===== src/rtl/serial_sub_pkg.sv =====
// Shared types and defaults for the bit-serial subtracter.
package serial_sub_pkg;

    localparam int DEFAULT_WIDTH = 8;

    typedef enum logic [1:0] {
        IDLE  = 2'b00,
        SHIFT = 2'b01,
        DONE  = 2'b10
    } state_t;

endpackage


===== src/rtl/Fullsubtracter_stru.sv =====
// Combinational full-subtracter cell: d = x - y - bin, b = borrow out.
module Fullsubtracter_stru (
    input  logic x,
    input  logic y,
    input  logic bin,
    output logic d,
    output logic b
);

    logic x_xor_y;

    assign x_xor_y = x ^ y;
    assign d       = x_xor_y ^ bin;
    assign b       = (~x & y) | (~x_xor_y & bin);

endmodule


===== src/rtl/serial_subtracter.sv =====
// Bit-serial unsigned subtracter: one full-subtracter cell, one bit per clock, LSB first.
//   state | meaning
//   IDLE  | waiting for start, operands captured on accept
//   SHIFT | one operand bit pair through the cell per clock
//   DONE  | one-cycle result-valid pulse
module serial_subtracter
    import serial_sub_pkg::*;
#(
    parameter int WIDTH = DEFAULT_WIDTH
) (
    input  logic             clk,
    input  logic             reset_n,
    input  logic             start,
    input  logic [WIDTH-1:0] a,
    input  logic [WIDTH-1:0] b,
    output logic             busy,
    output logic             done,
    output logic [WIDTH-1:0] diff,
    output logic             borrow_out
);

    localparam int                 CNT_W    = $clog2(WIDTH);
    localparam logic [CNT_W-1:0]   CNT_LAST = CNT_W'(WIDTH - 1);

    state_t             state_q;
    state_t             state_d;
    logic [WIDTH-1:0]   a_reg;
    logic [WIDTH-1:0]   b_reg;
    logic [WIDTH-1:0]   diff_sr;
    logic [WIDTH-1:0]   diff_next;
    logic [CNT_W-1:0]   cnt;
    logic               borrow_q;
    logic               cell_d;
    logic               cell_bo;
    logic               last_bit;

    Fullsubtracter_stru u_cell (
        .x   (a_reg[0]),
        .y   (b_reg[0]),
        .bin (borrow_q),
        .d   (cell_d),
        .b   (cell_bo)
    );

    assign diff_next = {cell_d, diff_sr[WIDTH-1:1]};
    assign last_bit  = (cnt == CNT_LAST);

    always_ff @(posedge clk) begin
        if (!reset_n) state_q <= IDLE;
        else          state_q <= state_d;
    end

    always_comb begin
        state_d = state_q;
        case (state_q)
            IDLE:    if (start)    state_d = SHIFT;
            SHIFT:   if (last_bit) state_d = DONE;
            DONE:                  state_d = IDLE;
            default:               state_d = IDLE;
        endcase
    end

    always_comb begin
        busy = 1'b0;
        done = 1'b0;
        case (state_q)
            SHIFT: busy = 1'b1;
            DONE: begin
                busy = 1'b1;
                done = 1'b1;
            end
            default: ;
        endcase
    end

    // Counter holds at its last value instead of wrapping on the final bit.
    always_ff @(posedge clk) begin
        if (!reset_n) begin
            a_reg      <= '0;
            b_reg      <= '0;
            diff_sr    <= '0;
            cnt        <= '0;
            borrow_q   <= 1'b0;
            diff       <= '0;
            borrow_out <= 1'b0;
        end else begin
            case (state_q)
                IDLE: begin
                    if (start) begin
                        a_reg    <= a;
                        b_reg    <= b;
                        diff_sr  <= '0;
                        cnt      <= '0;
                        borrow_q <= 1'b0;
                    end
                end
                SHIFT: begin
                    a_reg    <= a_reg >> 1;
                    b_reg    <= b_reg >> 1;
                    diff_sr  <= diff_next;
                    borrow_q <= cell_bo;
                    if (last_bit) begin
                        diff       <= diff_next;
                        borrow_out <= cell_bo;
                    end else begin
                        cnt <= cnt + 1'b1;
                    end
                end
                default: ;
            endcase
        end
    end

endmodule


===== config.mk =====
export PLATFORM = sky130hd
export DESIGN_NAME = serial_subtracter
export DESIGN_NICKNAME = d
export VERILOG_FILES = /design/src/rtl/serial_sub_pkg.sv /design/src/rtl/Fullsubtracter_stru.sv /design/src/rtl/serial_subtracter.sv
export SDC_FILE = /design/constraint.sdc
export NUM_CORES = 1
export LEC_CHECK = 0
export ABC_CLOCK_PERIOD_IN_PS = 2460
export CAP_MARGIN = 40
export CORE_MARGIN = 2
export CORE_UTILIZATION = 55
export DETAILED_ROUTE_END_ITERATION = 6
export MAX_ROUTING_LAYER = met4
export PLACE_DENSITY = 0.89
export RECOVER_POWER = 100
export SLEW_MARGIN = 10
export SYNTH_ARGS = -nofsm -noshare
export SYNTH_HDL_FRONTEND = slang
export SYNTH_SLANG_ARGS = --single-unit

===== constraint.sdc =====
create_clock -name clk -period 2.46 [get_ports clk]
set_clock_uncertainty 0.05 [all_clocks]
set_input_delay 0.492 -clock clk [delete_from_list [all_inputs] [get_ports clk]]
set_output_delay 0.492 -clock clk [all_outputs]
set_load 0.02 [all_outputs]

; ---- Word level (Yosys, flattened, before mapping)
; Cells that the tools add are included.
[totals]
ff_bits = 39
in_bits = 19
out_inout_bits = 11
wordCells = 45
[classes]
n_addsub = 1
eq_ne = 6
n_mux = 16
n_bitwise = 7
n_reduce_logical = 7
[ops]
columns = op, count
row1 = 8-bit one-hot mux with 2 select lines, 3
row2 = 8-bit 2-to-1 mux, 3
row3 = 3-bit 2-to-1 mux, 2
row4 = "2-bit != test, second input constant", 3
row5 = 3-bit one-hot mux with 2 select lines, 1
row6 = 2-bit AND reduction, 3
row7 = 2-bit 2-to-1 mux, 2
row8 = 2-bit one-hot mux with 2 select lines, 1
row9 = "3-bit by 1-bit adder with 3-bit output, second input constant", 1
row10 = "3-bit equality test, second input constant", 1
row11 = 1-bit 2-to-1 mux, 3
row12 = 3-bit AND reduction, 1
row13 = 1-bit AND, 2
row14 = "2-bit by 1-bit equality test with 1-bit output, second input constant", 1
row15 = "2-bit equality test, second input constant", 1
row16 = 2-bit zero test, 1
row17 = 1-bit inverter, 2
row18 = 1-bit one-hot mux with 2 select lines, 1
row19 = 2-bit nonzero test, 1
row20 = 2-bit OR reduction, 1
row21 = 1-bit bitwise XOR, 2
row22 = 1-bit OR, 1

; ---- Longest topological paths before layout
; Gate-level depths: netlist of the first run.
[logic_depth]
ltp_word = 5
ltp_mapped = 6
mapped_depth_nobuf = 5

; ---- Modules after synthesis
; From an unflattened synthesis of the first run, not the netlist that was laid out.
[hier_totals]
hier_cells = 185
area_unflattened_um2 = 1726.7
[by_module_without_submodules]
columns = module, n_inst, cells_per_inst, area_each_um2, seq_area_each_um2
row1 = serial_subtracter, 1, 181, 1695.4, 760.7
row2 = Fullsubtracter_stru, 1, 4, 31.3, 0.0

; ---- Least setup slack after synthesis of the first run
; No wires, ideal clock.
[synth_path]
kind = flip-flop to flip-flop
start = register state_q[0]
end = register a_reg[1]
arrival_ns = 1.333
required_ns = 2.268
slack_ns = 0.935
stages_incl_launch_ff = 7
n_path_buf = 1
path_cell_list = dfxtp_1 inv_1 ha_1 mux2_4 buf_6 nor2_1 a211oi_2
[synth_via]
elab_chain_cells = 3
elab_cells_between_ends = 6
cone_classes = eq/ne (2) / mux (1) / reduce/logical (3)
[synth_rtl]
columns = item, line_no
row1 = start: declaration, serial_subtracter.sv:25  ; state_t state_q;
row2 = start signal: assignment, serial_subtracter.sv:50  ; else state_q <= state_d;
row3 = 2-bit by 1-bit equality test with 1-bit output or 2-bit zero test (tied branches), serial_subtracter.sv:87  ; case (state_q)
row4 = 2-bit nonzero test (no source line) or 2-bit != test (tied branches), -
row5 = 2-bit AND reduction (no source line), -
row6 = end signal: assignment, serial_subtracter.sv:98  ; a_reg <= a_reg >> 1;
row7 = end: declaration, serial_subtracter.sv:27  ; logic [WIDTH-1:0] a_reg;
; Parallel ways exist; a longest one is shown, timed or not.
; A chain may end at the register's enable or synchronous reset.

; ---- Worst setup path in the final report of the first run
[layout_path]
start = register state_q[0]
end = output port busy
[layout_via]
elab_chain_cells = 3
elab_cells_between_ends = 4
cone_classes = eq/ne (2) / mux (1) / reduce/logical (1)
[layout_rtl]
columns = item, line_no
row1 = 2-bit by 1-bit equality test with 1-bit output or 2-bit equality test (tied branches), serial_subtracter.sv:66  ; case (state_q)
row2 = 2-bit OR reduction (no source line) *, -
row3 = 1-bit 2-to-1 mux *, serial_subtracter.sv:66
row4 = end: declaration, serial_subtracter.sv:16  ; output logic busy,
; Every way passes the cells marked *; elsewhere a longest branch is shown, timed or not.

==> impl_metrics.ini, run 1 <==
[sta]
relSlewSlack = 0.379
final_hold_viol_count = 0
tightest_slew_ns = 0.906
slew_violations = 0
layout_min_cycle_time_ns = 2.25
finalSetupTns_ns = 0
setup_viol = 0
rsz0062_at_grt = false
whs_ns = 0.406
post-route-period-util = 0.916
timing.fmax_mhz = 444

[synth]
synth_warnings = 0
synth_edf_count = 0
synth_fp_nets = 210
synth-simple-area-share = 0.166
synth_top_area_frac = 0.442
synthFlopType = dfxtp_1
synth.mux.area_fraction = 0.116
syn-cell-area_sq_um = 1720
synth-seq-cells = 38
synth_xor_area_frac = 0
syn_avg_cell_area_sq_um = 9.41
netlist_instances = 183
synth_top_family_by_area = simple AND/OR/NAND/NOR gates
ys_types = 29
synth_compound_area_frac = 0.157
synth-async-reset-ratio = 0
synthAdderAreaFrac = 0.0625
synth.most_common_cell = dfxtp_1
yosys-top-cells-count = dfxtp_1, nand2_1, nor2_1, a21oi_1, mux2i_1
synthTopCellsByArea = dfxtp_1, mux2i_1, nand2_1
yosysSeqAreaShare = 0.442
synth_top_area_cell = dfxtp_1

[clock_network]
ctsHoldBuffers = 0
clock_path_buffers = 2
worstSkewPairLatency_ns = 0.36
postCtsSetupBuffers = 0
root_buffer = clkbuf_4
cts_resized = 0
cts_tree = yes
ctsHtreeMaxLevel = 2
cts_made_buffers = 5
clkSinkCount = 38
clkTransAtPathRegs_ns = 0.10

[place]
dpl.cell_count = 238
portBuffers = 29
dpl.hpwl_um = 2220
gp_congestion = 0.739

[global_route]
grt_start_max_net_pins = 37
grt_first_pass_wirelength_um = 5240
grt_usage = 0.203
antenna_found_initial = 0
grt_pass1_vias = 1215
grt_overflow = 0

[cells_and_area]
final_nets = 239
drive_gt1_frac = 0.0849
syn_to_final_growth_pct = 17.9
antenna_cells = 0
stdcell_count = 245

[drt]
first_pass_iters = 4
drc = 0
dr_total_vias = 1335
ant_nets = 0
wl_per_cell_um = 12.3
viasPerCell = 5.45
drt-total-wl_um = 3010
drt_iter0_markers = 39

[die]
io_pins = 30
die_w_um = 60.0
initial_core_util = 0.573
rows = 20
die-height_um = 60.0
fp.coreArea_sq_um = 3000
die-area_sq_um = 3590

[power]
power.internal_w = 0.000888
total_leakage_power_nw = 0.775
seqPwrFrac = 0.539
p_switching_w = 0.000375
ir_drop_v = 0.000402
combPwrFrac = 0.222
pwr-share-clk = 0.239
pwr_density_cell_nw_per_um2 = 622
swShare = 0.297

[worst_setup_path]
cp-end-kind = output port
slowest_stage = clkdlybuf4s50_1
crit_type = reg -> out
cpPeakStageDelay_ns = 0.59
critPathMaxFanout = 4
crit_path_start_kind = register
worst_ep_arrival_time_ns = 1.71
required_ns = 1.92
worstPathCellList = inv_1 > ha_1 > clkdlybuf4s50_1

[flow_run]
drv_cap = 0

[status]
status = complete, no violations

[worst_hold_path]
holdCritPathClass = reg -> reg
path summary, 6_finish.rpt:
kind	start	end	slack, ns	depth (start not counted)
setup reg to reg	state_q[1]	cnt[1]	0.41	5
hold reg to reg	diff[0]	diff[0]	0.41	2
setup / recovery	state_q[0]	busy	0.21	3
hold / removal	diff[0]	diff[0]	0.41	2
cells in the final DEF, fill, tap and decap left out, drive strengths merged, types with 2 or more instances in the layout:
master          n
mux2i          18
ha              7
a22oi           2
clkdlybuf4s50  19
nand3b          2
a21oi          18
a211oi         15
nand2          28
nor2           19
clkbuf          5
dlygate4sd3    10
inv             4
clkinv          3
nand3          10
dfxtp          38
buf             4
final cells by class:
type | count | area (sq um)
well taps | 33 | 41.3
clock inverters | 2 | 10.0
multi-input cells | 129 | 841
inverters | 5 | 18.8
flip-flops and latches | 38 | 761
fillers | 265 | 973
repair buffers | 33 | 320
clock buffers | 5 | 37.5
power by group through the flow:
stage	combinational, W	clock (W)	sequential (W)
after detailed placement	0.000291	0	0.000695
after global routing	0.000312	0.000333	0.000686
after floorplan	0.000240	0	0.000689
after global placement	0.000283	0	0.000694
final	0.000281	0.000302	0.000680
after CTS	0.000293	0.000312	0.000681
cell families after synthesis:
logic type | Yosys count
and+or+nand+nor | 65
DFF | 38
AOI/OAI and AO/OA | 37
muxes | 19
buffers and inverters | 16
adders and majority gates | 8
critical path: cells and delay by family (launching register included):
kind	cells	cell delay, ns
buf+inv	2	0.70
fa+ha+maj	1	0.30
flops	1	0.38
per-layer routing:
metal | share of wire | up-vias | GRT usage | wire [um]
met5 | 0 | - | - | 0
met4 | 0.029 | 0 | 0.0889 | 86
met3 | 0.050 | 11 | 0.0671 | 152
met2 | 0.47 | 36 | 0.323 | 1420
met1 | 0.45 | 597 | 0.233 | 1360
li1 | - | 691 | - | -
per-stage QoR:
| step | power (W) | area [sq um] | utilization | setup slack [ns] |
|---|---|---|---|---|
| floorplan | 0.000929 | 1720 | - | 0.935 |
| global placement | 0.000976 | 2000 | 0.668 | 0.577 |
| detailed placement | 0.000987 | 2000 | 0.668 | 0.484 |
| CTS | 0.00129 | 2050 | 0.683 | 0.197 |
| global route | 0.00133 | 2030 | 0.676 | 0.129 |
| finish | 0.00126 | 2030 | 0.676 | 0.206 |
(Power assumes the default switching activity.)
==> inputs of run 2 (changes only) <==
--- a/config.mk
+++ b/config.mk
@@ -7,7 +7,6 @@
 export LEC_CHECK = 0
 export ABC_CLOCK_PERIOD_IN_PS = 2460
 export CAP_MARGIN = 40
-export CORE_MARGIN = 2
 export CORE_UTILIZATION = 55
 export DETAILED_ROUTE_END_ITERATION = 6
 export MAX_ROUTING_LAYER = met4
@@ -17,3 +16,4 @@
 export SYNTH_ARGS = -nofsm -noshare
 export SYNTH_HDL_FRONTEND = slang
 export SYNTH_SLANG_ARGS = --single-unit
+export TNS_END_PERCENT = 50
==> impl_metrics.ini, run 2 (same netlist as run 1, synthesis figures left out) <==
[status]
status = complete, no violations

[die]
die_w_um = 58.0
rows = 19
fp.coreArea_sq_um = 2850
initial_core_util = 0.604
die-area_sq_um = 3360
io_pins = 30
die-height_um = 58.0

[global_route]
antenna_found_initial = 0
grt_first_pass_wirelength_um = 5310
grt_overflow = 0
grt_pass1_vias = 1188
grt_usage = 0.221
grt_start_max_net_pins = 37

[worst_setup_path]
critical_path.top_delay_family = buffers and inverters
cpPeakStageDelay_ns = 0.61
critPathMaxFanout = 4
crit_path_start_kind = register
worst_ep_arrival_time_ns = 1.70
required_ns = 1.92
r2r_end = b_reg[7]
slowest_stage = clkdlybuf4s50_1
crit_start = state_q[0]
r2r_slack_ns = 0.25
cp-end-kind = output port
crit_buf_inv = 2
worst_r2r_path_depth = 6
timing.rr.start = state_q[1]
crit_type = reg -> out
worstPathCellList = inv_1 > ha_1 > clkdlybuf4s50_1

[clock_network]
worstSkewPairLatency_ns = 0.34
ctsHoldBuffers = 0
clkSinkCount = 38
postCtsSetupBuffers = 0
cts_tree = yes
ctsHtreeMaxLevel = 2
root_buffer = clkbuf_4
cts_resized = 0
clock_path_buffers = 2
cts_made_buffers = 5
clkTransAtPathRegs_ns = 0.11

[drt]
drc = 0
viasPerCell = 5.55
wl_per_cell_um = 13.6
first_pass_iters = 4
drt-total-wl_um = 3270
dr_total_vias = 1338
drt_iter0_markers = 44
ant_nets = 0

[power]
total_leakage_power_nw = 0.763
ir_drop_v = 0.000476
pwr_density_cell_nw_per_um2 = 629

[cells_and_area]
syn_to_final_growth_pct = 16.1
fillers = 232
drive_gt1_frac = 0.0667
layout_commonest_cell = dfxtp_1
multi_input_area_sq_um = 831
antenna_cells = 0
layout_common_cells = dfxtp_1, nand2_1, nor2_1, clkdlybuf4s50_1
final_nets = 237
regArea_sq_um = 761

[flow_run]
drv_cap = 0

[sta]
whs_ns = 0.405
layout_min_cycle_time_ns = 2.25
tightest_slew_ns = 0.780
post-route-period-util = 0.913
rsz0062_at_grt = false
slew_violations = 0
final_hold_viol_count = 0
finalSetupTns_ns = 0
relSlewSlack = 0.465
setup_viol = 0
timing.fmax_mhz = 445

[place]
portBuffers = 29
dpl.hpwl_um = 2360
gp_congestion = 0.762

[worst_hold_path]
holdCritStartpoint = diff[7]
holdPathStages = 2
hold_path_end = diff[7]
holdCritPathClass = reg -> reg
run 2: changes by cell type in the layout (fill, tap and decap cells not counted), sizes merged:
cell    previous run  this run
clkbuf             5         6
buf                4         1
run 2: layout make-up:
class | count | area share
clock inverters | 2 | 0.00501
clock buffers | 5 | 0.0188
flip-flops and latches | 38 | 0.380
well taps | 31 | 0.0194
inverters | 5 | 0.00939
repair buffers | 31 | 0.151
multi-input cells | 129 | 0.416
run 2: routing by layer:
layer,vias up,track usage,share of wire
met5,-,-,0
met4,0,0.0952,0.023
met3,9,0.0692,0.047
met2,37,0.363,0.49
met1,605,0.247,0.43
li1,687,-,-
run 2: how the worst max path moves through the flow:
stage                          end  slack (ns)  cells after the start
final                         busy        0.21                      3
after global routing      a_reg[7]        0.11                      6
after CTS                     busy        0.21                      3
after detailed placement  b_reg[1]        0.47                      4
after global placement    a_reg[0]        0.59                      4
after floorplan           a_reg[1]        0.94                      6
run 2: per-stage QoR:
step / utilization / std cells / worst slack, ns / instance area (sq um) / power [W]
after floorplan: - / 183 / 0.935 / 1720 / 0.000929
after global placement: 0.696 / 234 / 0.595 / 1990 / 0.000965
after detailed placement: 0.696 / 234 / 0.473 / 1990 / 0.000986
after CTS: 0.713 / 241 / 0.206 / 2030 / 0.00128
after global routing: 0.701 / 241 / 0.113 / 2000 / 0.00132
final: 0.701 / 241 / 0.214 / 2000 / 0.00126
run 2: worst register-to-register path, cell delays in order (launching register included):
cell	delay, ns
dfxtp_1	0.37
inv_1	0.09
ha_1	0.22
clkbuf_2	0.37
mux2i_1	0.73
a22oi_1	0.21
nor2_1	0.11
run 2: power breakdown:
part | total [W] | switching [W] | internal (W)
sequential | 0.000682 | 0.0000242 | 0.000657
clock | 0.000302 | 0.000199 | 0.000103
combinational | 0.000274 | 0.000152 | 0.000122
